File: src/rtl/sd_pkg.sv
// Shared definitions for the SD-card SPI command engine: FSM states, frame geometry
// and the CRC7 generator polynomial with its single-bit update step.
package sd_pkg;

    typedef enum logic [2:0] {
        StIdle,
        StSend,
        StWaitResp,
        StRecv,
        StFinish
    } sd_state_e;

    // Command frame: start(0), transmit(1), index[5:0], arg[31:0], crc7[6:0], end(1)
    localparam int unsigned FrameLen = 48;

    // x^7 + x^3 + 1, with the x^7 term implied by the shift
    localparam logic [6:0] Crc7Poly = 7'h09;

    // One serial CRC7 step, MSB-first data
    function automatic logic [6:0] crc7_step(input logic [6:0] crc, input logic bit_in);
        logic fb;
        fb = bit_in ^ crc[6];
        return {crc[5:0], 1'b0} ^ (fb ? Crc7Poly : 7'h00);
    endfunction

endpackage

File: src/rtl/sd_crc7.sv
// Serial CRC7 accumulator. Clear has priority over enable; the value is consumed
// directly by the command engine when the CRC field is reached.
module sd_crc7
    import sd_pkg::*;
(
    input  logic       clk_i,
    input  logic       rst_ni,
    input  logic       clear_i,
    input  logic       enable_i,
    input  logic       bit_i,
    output logic [6:0] crc_o
);

    logic [6:0] crc_q;

    // Synchronous reset, then clear, then one shift per enabled cycle
    always_ff @(posedge clk_i) begin
        if (!rst_ni) begin
            crc_q <= 7'h00;
        end else if (clear_i) begin
            crc_q <= 7'h00;
        end else if (enable_i) begin
            crc_q <= crc7_step(crc_q, bit_i);
        end
    end

    assign crc_o = crc_q;

endmodule

File: src/rtl/sd_spi_cmd_engine.sv
// SD-card SPI (mode 0) command engine: shifts out one 48-bit command frame with its
// CRC7, polls for the R1 response start bit, captures the response byte, and reports
// completion or timeout. SCLK advances only on sclk_en pulses, one half-period each.
module sd_spi_cmd_engine
    import sd_pkg::*;
#(
    parameter int unsigned NCR_MAX = 8
) (
    input  logic        clk,
    input  logic        sys_rst_n,
    input  logic        sclk_en,
    input  logic        start,
    input  logic [5:0]  cmd_index,
    input  logic [31:0] cmd_arg,
    input  logic        sd_miso,
    output logic        sd_sclk,
    output logic        sd_mosi,
    output logic        sd_cs_n,
    output logic        busy,
    output logic        done,
    output logic        timeout,
    output logic [7:0]  resp
);

    localparam int unsigned PollMax = NCR_MAX * 8;
    localparam int unsigned PollW   = (PollMax > 1) ? $clog2(PollMax) : 1;

    sd_state_e           state_q;
    logic                sclk_q;
    logic                mosi_q;
    logic                cs_n_q;
    logic                busy_q;
    logic                done_q;
    logic                timeout_q;
    logic [7:0]          resp_q;
    logic [FrameLen-1:0] sh_q;        // sh_q[FrameLen-1] is the bit currently on MOSI
    logic [5:0]          bit_idx_q;   // frame bit on MOSI in SEND, bits left in RECV
    logic [PollW-1:0]    poll_cnt_q;
    logic [6:0]          rx_q;

    logic       rise_tick;
    logic       fall_tick;
    logic       crc_clr;
    logic       crc_en;
    logic       crc_bit;
    logic [6:0] crc;

    // Decode SCLK edges and feed the CRC with each frame bit as it is placed on MOSI
    always_comb begin
        rise_tick = sclk_en && !sclk_q;
        fall_tick = sclk_en && sclk_q;
        // Start bit 47 is always 0, so a cleared CRC already accounts for it
        crc_clr   = (state_q == StIdle);
        crc_en    = (state_q == StSend) && fall_tick && (bit_idx_q > 6'd8);
        crc_bit   = sh_q[FrameLen-2];
    end

    sd_crc7 u_crc7 (
        .clk_i    (clk),
        .rst_ni   (sys_rst_n),
        .clear_i  (crc_clr),
        .enable_i (crc_en),
        .bit_i    (crc_bit),
        .crc_o    (crc)
    );

    // Command FSM with registered SPI and status outputs
    always_ff @(posedge clk) begin
        if (!sys_rst_n) begin
            state_q    <= StIdle;
            sclk_q     <= 1'b0;
            mosi_q     <= 1'b1;
            cs_n_q     <= 1'b1;
            busy_q     <= 1'b0;
            done_q     <= 1'b0;
            timeout_q  <= 1'b0;
            resp_q     <= 8'hFF;
            sh_q       <= '0;
            bit_idx_q  <= '0;
            poll_cnt_q <= '0;
            rx_q       <= '0;
        end else begin
            done_q <= 1'b0;
            case (state_q)
                StIdle: begin
                    if (start) begin
                        sh_q       <= {2'b01, cmd_index, cmd_arg, 7'h00, 1'b1};
                        mosi_q     <= 1'b0;
                        bit_idx_q  <= 6'(FrameLen - 1);
                        poll_cnt_q <= '0;
                        cs_n_q     <= 1'b0;
                        busy_q     <= 1'b1;
                        timeout_q  <= 1'b0;
                        state_q    <= StSend;
                    end
                end

                StSend: begin
                    if (rise_tick) begin
                        sclk_q <= 1'b1;
                    end else if (fall_tick) begin
                        sclk_q <= 1'b0;
                        if (bit_idx_q == 6'd0) begin
                            mosi_q  <= 1'b1;
                            state_q <= StWaitResp;
                        end else if (bit_idx_q == 6'd8) begin
                            // CRC now covers bits 47..8: splice it and the end bit in
                            sh_q      <= {crc, 1'b1, {(FrameLen - 8){1'b0}}};
                            mosi_q    <= crc[6];
                            bit_idx_q <= bit_idx_q - 6'd1;
                        end else begin
                            sh_q      <= {sh_q[FrameLen-2:0], 1'b0};
                            mosi_q    <= sh_q[FrameLen-2];
                            bit_idx_q <= bit_idx_q - 6'd1;
                        end
                    end
                end

                StWaitResp: begin
                    if (rise_tick) begin
                        sclk_q <= 1'b1;
                        if (!sd_miso) begin
                            rx_q      <= {rx_q[5:0], 1'b0};
                            bit_idx_q <= 6'd6;
                            state_q   <= StRecv;
                        end else if (poll_cnt_q == PollW'(PollMax - 1)) begin
                            timeout_q <= 1'b1;
                            resp_q    <= 8'hFF;
                            state_q   <= StFinish;
                        end else begin
                            poll_cnt_q <= poll_cnt_q + 1'b1;
                        end
                    end else if (fall_tick) begin
                        sclk_q <= 1'b0;
                    end
                end

                StRecv: begin
                    if (rise_tick) begin
                        sclk_q <= 1'b1;
                        rx_q   <= {rx_q[5:0], sd_miso};
                        if (bit_idx_q == 6'd0) begin
                            resp_q  <= {rx_q, sd_miso};
                            state_q <= StFinish;
                        end else begin
                            bit_idx_q <= bit_idx_q - 6'd1;
                        end
                    end else if (fall_tick) begin
                        sclk_q <= 1'b0;
                    end
                end

                StFinish: begin
                    // Release the card only once SCLK is back at its idle level
                    if (fall_tick) begin
                        sclk_q  <= 1'b0;
                        cs_n_q  <= 1'b1;
                        busy_q  <= 1'b0;
                        done_q  <= 1'b1;
                        state_q <= StIdle;
                    end
                end

                default: begin
                    state_q <= StIdle;
                end
            endcase
        end
    end

    assign sd_sclk = sclk_q;
    assign sd_mosi = mosi_q;
    assign sd_cs_n = cs_n_q;
    assign busy    = busy_q;
    assign done    = done_q;
    assign timeout = timeout_q;
    assign resp    = resp_q;

endmodule

File: config.mk
export PLATFORM = sky130hd
export DESIGN_NAME = sd_spi_cmd_engine
export DESIGN_NICKNAME = d
export VERILOG_FILES = /design/src/rtl/sd_pkg.sv /design/src/rtl/sd_crc7.sv /design/src/rtl/sd_spi_cmd_engine.sv
export SDC_FILE = /design/constraint.sdc
export NUM_CORES = 1
export LEC_CHECK = 0
export BUFFER_PORTS_ARGS = -buffer_cell sky130_fd_sc_hd__buf_2
export CORE_ASPECT_RATIO = 0.5
export CORE_UTILIZATION = 40
export DETAILED_ROUTE_END_ITERATION = 8
export PLACE_DENSITY_LB_ADDON = 0.08
export SYNTH_ARGS = -nofsm -noshare
export SYNTH_HDL_FRONTEND = slang
export SYNTH_HIERARCHICAL = 1
export SYNTH_SLANG_ARGS = --single-unit
File: constraint.sdc
create_clock -name clk -period 2.97 [get_ports clk]
set_input_delay 0.1485 -clock clk [delete_from_list [all_inputs] [get_ports clk]]
set_output_delay 0.1485 -clock clk [all_outputs]
set_load 0.01 [all_outputs]
==> flow_summary_export.csv, run 1 <==
group,metric,value,unit
sta,relSlewSlack,22.0,%
cts,cts_made_buffers,9,
setup_path,crit_chain,"inv_1 -> ha_1 -> nand4bb_1 -> a21o_1 -> a21oi_4 -> nand2_1 -> o21ai_1",
power,p_comb_share,39.1,%
setup_path,crit_type,"reg -> reg",
layout,fin_nets,575,
route,dr.pass1.iters,4,
place,place_congestion,0.843,
cts,clk_path_buf_depth,2,
sta,fmax,377,MHz
sta,fin_crit_sh,89.2,%
setup_path,cp.arrival,2.91,ns
cts,hold_buffers,0,
route,vias_per_cell,5.41,
cts,cts_tree,"yes",
route,drc,0,
yosys,netlist_area,0.00441,mm²
layout,diodes,0,
floorplanning,io_pins,57,
layout,area_growth,14.6,%
yosys,synth_cells,489,
sta,setup_viol,0,
setup_path,crit_family,"compound AO/OA/AOI/OAI gates",
global_routing,globalRouteTotalUtil,18.9,%
power,internal-power,2910,µW
yosys,synth.distinct_cells,59,
route,drtAntennaViolNets,0,
cts,postCtsSetupBuffers,0,
setup_path,slowest_delay,0.88,ns
power,switching_share,37.6,%
status,status,"finished, final reports clean",
power,power.share.clock,26.3,%
sta,fin_hold_ws,0.0922,ns
floorplanning,rows,26,
global_routing,grt_antenna_before_repair,0,
cts,insertion_delay,0.33,ns
worst_hold_path,min_path_type,"in -> reg",
yosys,yosys_warnings,6,
global_routing,grt_pass1_vias,3515,
power,power_density,924,mW/mm²
setup_path,cp-start-kind,"flip-flop",
power,peakVddDrop,0.410,mV
yosys,synth_ff_type,"dfxtp_1",
power,power_leakage,0.00191,µW
cts,cts-root-buf,"clkbuf_16",
cts,clk_pin_slew_worst_paths,0.06,ns
global_routing,grt_pass1_wl,17300,µm
yosys,postSynthAreaPerCell,9.01,µm²
floorplanning,die_h,76.2,µm
cts,htreeDepth,3,
setup_path,path_buf_inv,1,
place,port_buffers,56,
route,wl_per_cell,15.3,µm
layout,final_cells,671,
route,drt_iter0_drc,142,
setup_path,crit_fanout,42,
yosys,ys_ff_latch,90,
floorplanning,die_w,150,µm
sta,worst_clock_skew,0.00541,ns
sta,tns,0,ns
setup_path,cp-end-kind,"flip-flop",
sta,finalCriticalPeriod,2.65,ns
floorplanning,core_area,0.0104,mm²
cts,ctsResizeCount,0,
power,pwr-share-seq,34.6,%
floorplanning,start_util,42.2,%
yosys,synth_edf_count,0,
place,dpl.cell_count,655,
global_routing,grt_max_degree,45,
setup_path,required,3.23,ns
yosys,postSynthNetCount,538,
place,place_hpwl,6510,µm
job,cap_violations,0,
sta,hold_viol,0,
route,vias,3631,
layout,drive_above_1_share,25.2,%
yosys,ys_seq_area_share,40.9,%
sta,worst_pin_slew,1.17,ns
floorplanning,dieArea,0.0115,mm²
sta,maxSlewViolCount,0,
cts,cts.sinks,90,
global_routing,globalRouteOverflowTotal,0,
yosys,async_flop_share,0,%
setup_path,critical-path-slowest-cell,"a21oi_4",
route,finalWirelength,10300,µm
sta,grt_setup_unrepaired,"false",
power,switchingPower,1760,µW
worst reg2reg max path, delay by kind of cell, from the launching register on:
kind | cells | cell delay (ns)
AO/OA/AOI/OAI | 3 | 1.32
adder cells (fa/ha/maj) | 1 | 0.24
buffers and inverters | 1 | 0.06
flip-flops | 1 | 0.38
AND/OR/NAND/NOR | 2 | 0.57
synth_stat cells (3+ instances only):
cell	number	share of area [%]
o21a_1	3	0.51
a21boi_1	8	1.4
dfxtp_1	90	41
a211oi_1	3	0.51
o22a_1	8	1.6
o21ai_1	7	0.79
nor2b_1	11	1.6
buf_4	9	1.5
nand4_1	4	0.57
a31oi_1	4	0.57
mux2_2	5	1.3
mux2i_1	20	4.5
and2_1	4	0.57
ha_1	6	1.7
nand2_1	25	2.1
o211ai_1	3	0.51
o21ai_0	9	1.0
clkbuf_1	17	1.4
nor2_1	56	4.8
inv_1	6	0.51
a21oi_1	70	7.9
nand3_1	21	2.4
a21boi_0	6	1.0
buf_2	12	1.4
o221a_2	34	8.7
xnor2_1	6	1.2
area by class of cell:
cell class              instances  area, µm²
fillers                      1075       5390
multi-input cells             351       2360
flip-flops and latches         90       1800
repair buffers                 68        370
clock buffers                  12        246
well taps                     140        175
clock inverters                 4       73.8
inverters                       6       22.5
per-layer routing:
metal,track usage (%),wire (µm)
met2,27.7,4150
met3,4.73,398
met4,4.44,59
met1,27.3,5660
met5,0,0
worst paths after layout:
path / startpoint / endpoint / slack, ns / depth (start not counted)
setup / recovery: sd_sclk / sh_q[41] / 0.32 / 7
hold / removal: cmd_index[1] / sh_q[41] / 0.09 / 3
setup reg to reg: sd_sclk / sh_q[41] / 0.32 / 7
hold reg to reg: sh_q[6] / sh_q[6] / 0.45 / 2
cells in the final DEF (no fill, tap or decap), types with 3 or more instances in the layout:
master	netlist	layout
dfxtp_1	90	90
nand4_1	4	4
o21ai_1	7	7
nor2b_1	11	11
nand2_1	25	25
inv_1	6	6
a21boi_0	6	6
a21oi_1	70	70
buf_2	12	56
o21ai_0	9	9
o221a_2	34	34
a21boi_1	8	8
clkbuf_16	0	9
nor2_1	56	56
a211oi_1	3	3
and2_1	4	4
o211ai_1	3	3
xnor2_1	6	6
mux2i_1	20	20
o21a_1	3	3
ha_1	6	6
buf_4	9	12
a31oi_1	4	4
nand3_1	21	21
o22a_1	8	8
mux2_2	5	5
power groups by stage:
stage,clock network [µW],registers [µW],logic [µW]
after detailed placement,0,1640,1820
final,1230,1620,1820
after CTS,1260,1610,1840
after global placement,0,1640,1820
after global routing,1310,1650,2050
after floorplan,0,1600,1520
stage by stage:
stage                     util [%]  setup WS, ns  instance area (µm²)  power (µW)
after floorplan                  -         0.879                 4410        3120
after global placement        45.3         0.358                 4730        3460
after detailed placement      45.3         0.329                 4730        3460
after CTS                     48.4         0.303                 5050        4710
after global routing          48.4        0.0553                 5050        5010
final                         48.4         0.319                 5050        4670
sequential cells by signal (all words and copies together) (netlist names), 3 cells and up:
signal / count
poll_cnt_q: 6
sh_q: 47
rx_q: 7
resp: 8
u_crc7/crc_o: 7
bit_idx_q: 6
state_q: 3
logic make-up after synthesis:
family                   synth area share, %
multiplexers                            5.82
flip-flops                              40.9
XOR/XNOR                                1.19
adder cells (fa/ha/maj)                 1.70
AO/OA/AOI/OAI                           28.5
buffers and inverters                   5.53
AND/OR/NAND/NOR                         16.4
Power figures use the tool's default switching activity.
==> run 2, diff against run 1 <==
CORE_ASPECT_RATIO = 1.75   (was 0.5)
==> run 2 against run 1 <==
- global-route usage grew 0.34 points
- clock power shrank 14%
- final cell count shrank 1.9%
- critical endpoint is now u_crc7/crc_o[3]
- critical path depth grew 1
- first-iteration DRC count grew 23%
- sequential share of layout area grew 0.50 points
- via count grew 1.8%
==> flow_summary_export.csv, run 2 (synthesized netlist as in run 1, its figures left out) <==
group,metric,value,unit
status,status,"finished, final reports clean",
cts,insertion_delay,0.34,ns
power,power_density,909,mW/mm²
floorplanning,start_util,41.2,%
sta,tns,0,ns
route,finalWirelength,10600,µm
power,peakVddDrop,0.508,mV
sta,fin_crit_sh,77.2,%
global_routing,grt_busiest_layer,"met2",
floorplanning,rows,50,
setup_path,crit_fanout,10,
setup_path,crit_chain,"inv_1 -> ha_1 -> nor3b_2 -> nand3b_1 -> and2_1 -> o311a_1 -> nor3b_1 -> a211o_1",
sta,worst_clock_skew,0.00795,ns
setup_path,path_buf_inv,1,
layout,final_cells,658,
sta,hold_viol,0,
place,port_buffers,56,
route,vias,3696,
global_routing,globalRouteTotalUtil,19.2,%
global_routing,grt_pass1_vias,3585,
place,dpl.cell_count,642,
cts,ctsResizeCount,0,
sta,setup_viol,0,
place,place_hpwl,7140,µm
floorplanning,die_h,141,µm
floorplanning,io_pins,57,
cts,htreeDepth,3,
global_routing,grt_max_degree,74,
job,cap_violations,0,
sta,finalCriticalPeriod,2.29,ns
setup_path,slowest_delay,0.53,ns
setup_path,crit_family,"compound AO/OA/AOI/OAI gates",
floorplanning,dieArea,0.0115,mm²
setup_path,cp-start-kind,"flip-flop",
layout,drive_above_1_share,24.8,%
layout,fin_nets,572,
cts,clk_pin_slew_worst_paths,0.06,ns
layout,largest_reg_flops,47,
layout,final_common_cell,"dfxtp_1",
sta,grt_setup_unrepaired,"false",
layout,layout_common_cells,"dfxtp_1 (90), a21oi_1 (70), nor2_1 (56), buf_2 (56), o221a_2 (34)",
layout,area_growth,13.0,%
global_routing,globalRouteOverflowTotal,0,
setup_path,critical-path-slowest-cell,"o311a_1",
cts,cts_made_buffers,9,
global_routing,grt_pass1_wl,17100,µm
cts,hold_buffers,0,
cts,postCtsSetupBuffers,0,
setup_path,cp-end-kind,"flip-flop",
route,drc,0,
route,dr.pass1.iters,4,
setup_path,crit_type,"reg -> reg",
route,drtAntennaViolNets,0,
setup_path,cp.arrival,2.52,ns
cts,cts.sinks,90,
route,drt_iter0_drc,175,
sta,maxSlewViolCount,0,
layout,diodes,0,
global_routing,grt_antenna_before_repair,0,
floorplanning,die_w,81.4,µm
route,wl_per_cell,16.1,µm
global_routing,gr-usage-met3,3.69,%
cts,clk_path_buf_depth,2,
floorplanning,core_area,0.0107,mm²
sta,relSlewSlack,51.0,%
place,place_congestion,0.869,
cts,cts-root-buf,"clkbuf_16",
setup_path,required,3.19,ns
route,vias_per_cell,5.62,
layout,regMostFlops,"sh_q",
global_routing,met1_usage,22.5,%
global_routing,use_met2,33.1,%
power,power_leakage,0.00188,µW
sta,fmax,436,MHz
cts,cts_tree,"yes",
worst_hold_path,min_path_type,"in -> reg",
layout,nFillCells,1072,
sta,worst_pin_slew,0.735,ns
run 2: area by class of cell:
class	count	area, µm²	share of cell area [%]
multi-input cells	351	2360	47.4
inverters	6	22.5	0.452
repair buffers	65	360	7.23
well taps	130	163	3.26
clock buffers	12	246	4.95
clock inverters	4	26.3	0.527
flip-flops and latches	90	1800	36.2
run 2: metrics by stage:
step / util (%) / setup WS, ns / area [µm²] / hold slack, ns / power (µW)
6_report: 46.6 / 0.676 / 4980 / 0.0737 / 4530
5_1_grt: 46.6 / 0.473 / 4980 / 0.0898 / 4830
4_1_cts: 46.6 / 0.675 / 4980 / 0.0651 / 4580
3_5_place_dp: 44.0 / 0.682 / 4710 / 0.421 / 3510
3_3_place_gp: 44.0 / 0.781 / 4710 / 0.412 / 3490
2_1_floorplan: - / 0.879 / 4410 / 0.268 / 3120
run 2: where the power goes:
group | internal (µW) | leakage [µW] | switching [µW]
Combinational | 717 | 0.00101 | 1140
Clock | 591 | 0.000133 | 468
Sequential | 1450 | 0.000737 | 168
run 2: worst reg2reg max path: stages, from the launching register on:
cell and delay, ns:
dfxtp_1 0.40, inv_1 0.09, ha_1 0.19, nor3b_2 0.18, nand3b_1 0.11, and2_1 0.29
o311a_1 0.53, nor3b_1 0.11, a211o_1 0.28
run 2: per-layer routing:
metal,part of all wire (%),wire length [µm]
met5,0,0
met2,52,5490
met4,2.0,211
met3,2.7,287
met1,43,4600
run 2: worst paths after layout:
path / startpoint / end / slack, ns / cells past startpoint
max: bit_idx_q[0] / u_crc7/crc_o[3] / 0.68 / 8
min: cmd_index[4] / sh_q[44] / 0.07 / 3
max reg2reg: bit_idx_q[0] / u_crc7/crc_o[3] / 0.68 / 8
min reg2reg: sh_q[6] / sh_q[6] / 0.46 / 2
==> run 3, diff against run 2 <==
clock period = 2.1 ns   (was 2.97 ns; I/O delays follow)
==> run 3 against run 2 <==
- sequential power rose by 40%
- fmax rose by 18%
- global-route usage rose by 0.77 points
- first-iteration DRC count fell by 8.6%
- sequential cell count did not move
- die area did not move
- non-clock buffer count rose by 20
- via count rose by 2.5%
- largest power group unchanged
- highest routed layer unchanged
==> flow_summary_export.csv, run 3 (synthesized netlist as in run 1, its figures left out) <==
group,metric,value,unit
status,status,"finished, final reports clean",
sta,fin_crit_sh,92.3,%
cts,clk_pin_slew_worst_paths,0.06,ns
setup_path,cp.arrival,2.16,ns
cts,postCtsSetupBuffers,0,
power,peakVddDrop,0.594,mV
place,place_congestion,0.860,
sta,grt_setup_unrepaired,"false",
worst_hold_path,holdPathEnd,"sh_q[41]",
setup_path,crit_type,"reg -> reg",
sta,worst_clock_skew,0.00732,ns
layout,largest_reg_flops,47,
layout,regMostFlops,"sh_q",
worst_hold_path,hp-start,"cmd_index[1]",
global_routing,globalRouteTotalUtil,20.0,%
route,drtAntennaViolNets,0,
cts,cts_tree,"yes",
setup_path,path_buf_inv,1,
cts,cts-root-buf,"clkbuf_16",
sta,tns,0,ns
cts,clk_path_buf_depth,2,
setup_path,r2r_cells,4,
global_routing,grt_antenna_before_repair,0,
global_routing,grt_pass1_wl,17800,µm
setup_path,worst-r2r-setup-slack,0.16,ns
layout,area_growth,18.6,%
route,met1_length,4580,µm
sta,fmax,516,MHz
setup_path,reg2reg_to,"resp[0]",
cts,ctsResizeCount,0,
setup_path,required,2.33,ns
power,power_density,1320,mW/mm²
global_routing,globalRouteOverflowTotal,0,
cts,cts.sinks,90,
setup_path,crit_family,"simple AND/OR/NAND/NOR gates",
floorplanning,die_w,81.4,µm
setup_path,r2r-start,"state_q[0]",
sta,maxSlewViolCount,0,
sta,worst_pin_slew,0.703,ns
route,finalWirelength,10700,µm
setup_path,slowest_delay,0.49,ns
setup_path,crit_fanout,10,
setup_path,cp-start-kind,"flip-flop",
layout,diodes,0,
floorplanning,core_area,0.0107,mm²
layout,drive_above_1_share,28.0,%
floorplanning,dieArea,0.0115,mm²
setup_path,cp-end-kind,"flip-flop",
worst_hold_path,hold_path_depth,3,
route,dr.pass1.iters,4,
layout,layout_common_cells,"dfxtp_1 (90), a21oi_1 (70), nor2_1 (56), buf_2 (56), o221a_2 (34)",
cts,htreeDepth,3,
setup_path,critical-path-slowest-cell,"nand4_1",
worst_hold_path,min_path_type,"in -> reg",
place,place_hpwl,7380,µm
layout,final_util,48.9,%
floorplanning,die_h,141,µm
sta,hold_viol,0,
global_routing,grt_max_degree,76,
route,vias_per_cell,5.60,
route,met3WireLength,299,µm
route,vias,3788,
sta,relSlewSlack,53.0,%
place,port_buffers,56,
cts,cts_made_buffers,9,
setup_path,crit_chain,"buf_4 -> nor2b_1 -> nand4_1 -> o22a_1",
route,wl_per_cell,15.8,µm
layout,fin_nets,592,
route,drt_iter0_drc,160,
global_routing,grt_pass1_vias,3821,
route,drc,0,
floorplanning,start_util,41.2,%
power,finalPower,6910,µW
job,cap_violations,0,
cts,hold_buffers,0,
sta,finalCriticalPeriod,1.94,ns
floorplanning,io_pins,57,
route,wl_met2,5540,µm
floorplanning,rows,50,
route,highest-signal-layer,"met4",
sta,setup_viol,0,
power,power_leakage,0.00201,µW
layout,final_common_cell,"dfxtp_1",
cts,insertion_delay,0.34,ns
==> run 3: cell types whose count changed in the layout (fill, tap and decap cells not counted), sizes merged <==
cell      delta
clkinvlp     +1
bufinv       +2
clkinv       -2
buf         +20
clkbuf       -1
inv          -1
==> run 3: how the worst max path moves through the flow <==
stage | start | end | slack [ns] | cells after the start
2_1_floorplan | bit_idx_q[0] | u_crc7/crc_o[3] | 0.009 | 10
3_3_place_gp | state_q[0] | resp[4] | 0.16 | 4
3_5_place_dp | bit_idx_q[1] | sh_q[0] | 0.10 | 9
4_1_cts | bit_idx_q[1] | sh_q[0] | 0.08 | 9
5_1_grt | bit_idx_q[1] | resp[1] | 0.0003 | 7
6_report | state_q[0] | resp[0] | 0.16 | 4
==> run 3: metrics by stage <==
step	setup slack [ns]	instances	area [µm²]	hold slack, ns
after floorplan	0.00896	489	4410	0.224
after global placement	0.163	662	4900	0.368
after detailed placement	0.101	662	4900	0.383
after CTS	0.0821	677	5230	0.0116
after global routing	0.000261	677	5230	0.0214
final	0.162	677	5230	0.0268
==> run 3: cell type report <==
| type | count | area (µm²) |
|---|---|---|
| Clock buffer | 11 | 253 |
| Multi-Input combinational cell | 351 | 2360 |
| Inverter | 6 | 22.5 |
| Fill cell | 1060 | 5470 |
| Tap cell | 130 | 163 |
| Timing Repair Buffer | 85 | 548 |
| Clock inverter | 4 | 75.1 |
| Sequential cell | 90 | 1800 |
==> run 3: worst reg2reg max path, stage by stage (launching register included) <==
cell,delay [ns]
dfxtp_1,0.39
buf_4,0.20
nor2b_1,0.44
nand4_1,0.49
o22a_1,0.32
==> run 3: report_power, final <==
group          total (µW)  internal [µW]  leakage, µW  switching, µW
combinational        2880           1230      0.00112           1650
clock                1760           1100     0.000154            657
sequential           2270           2050     0.000737            221
==> run 3: routing by layer <==
layer | up-vias | GRT usage (%)
li1 | 1908 | -
met1 | 1794 | 22.3
met2 | 68 | 35.2
met3 | 18 | 4.01
met4 | 0 | 8.93
met5 | - | 0
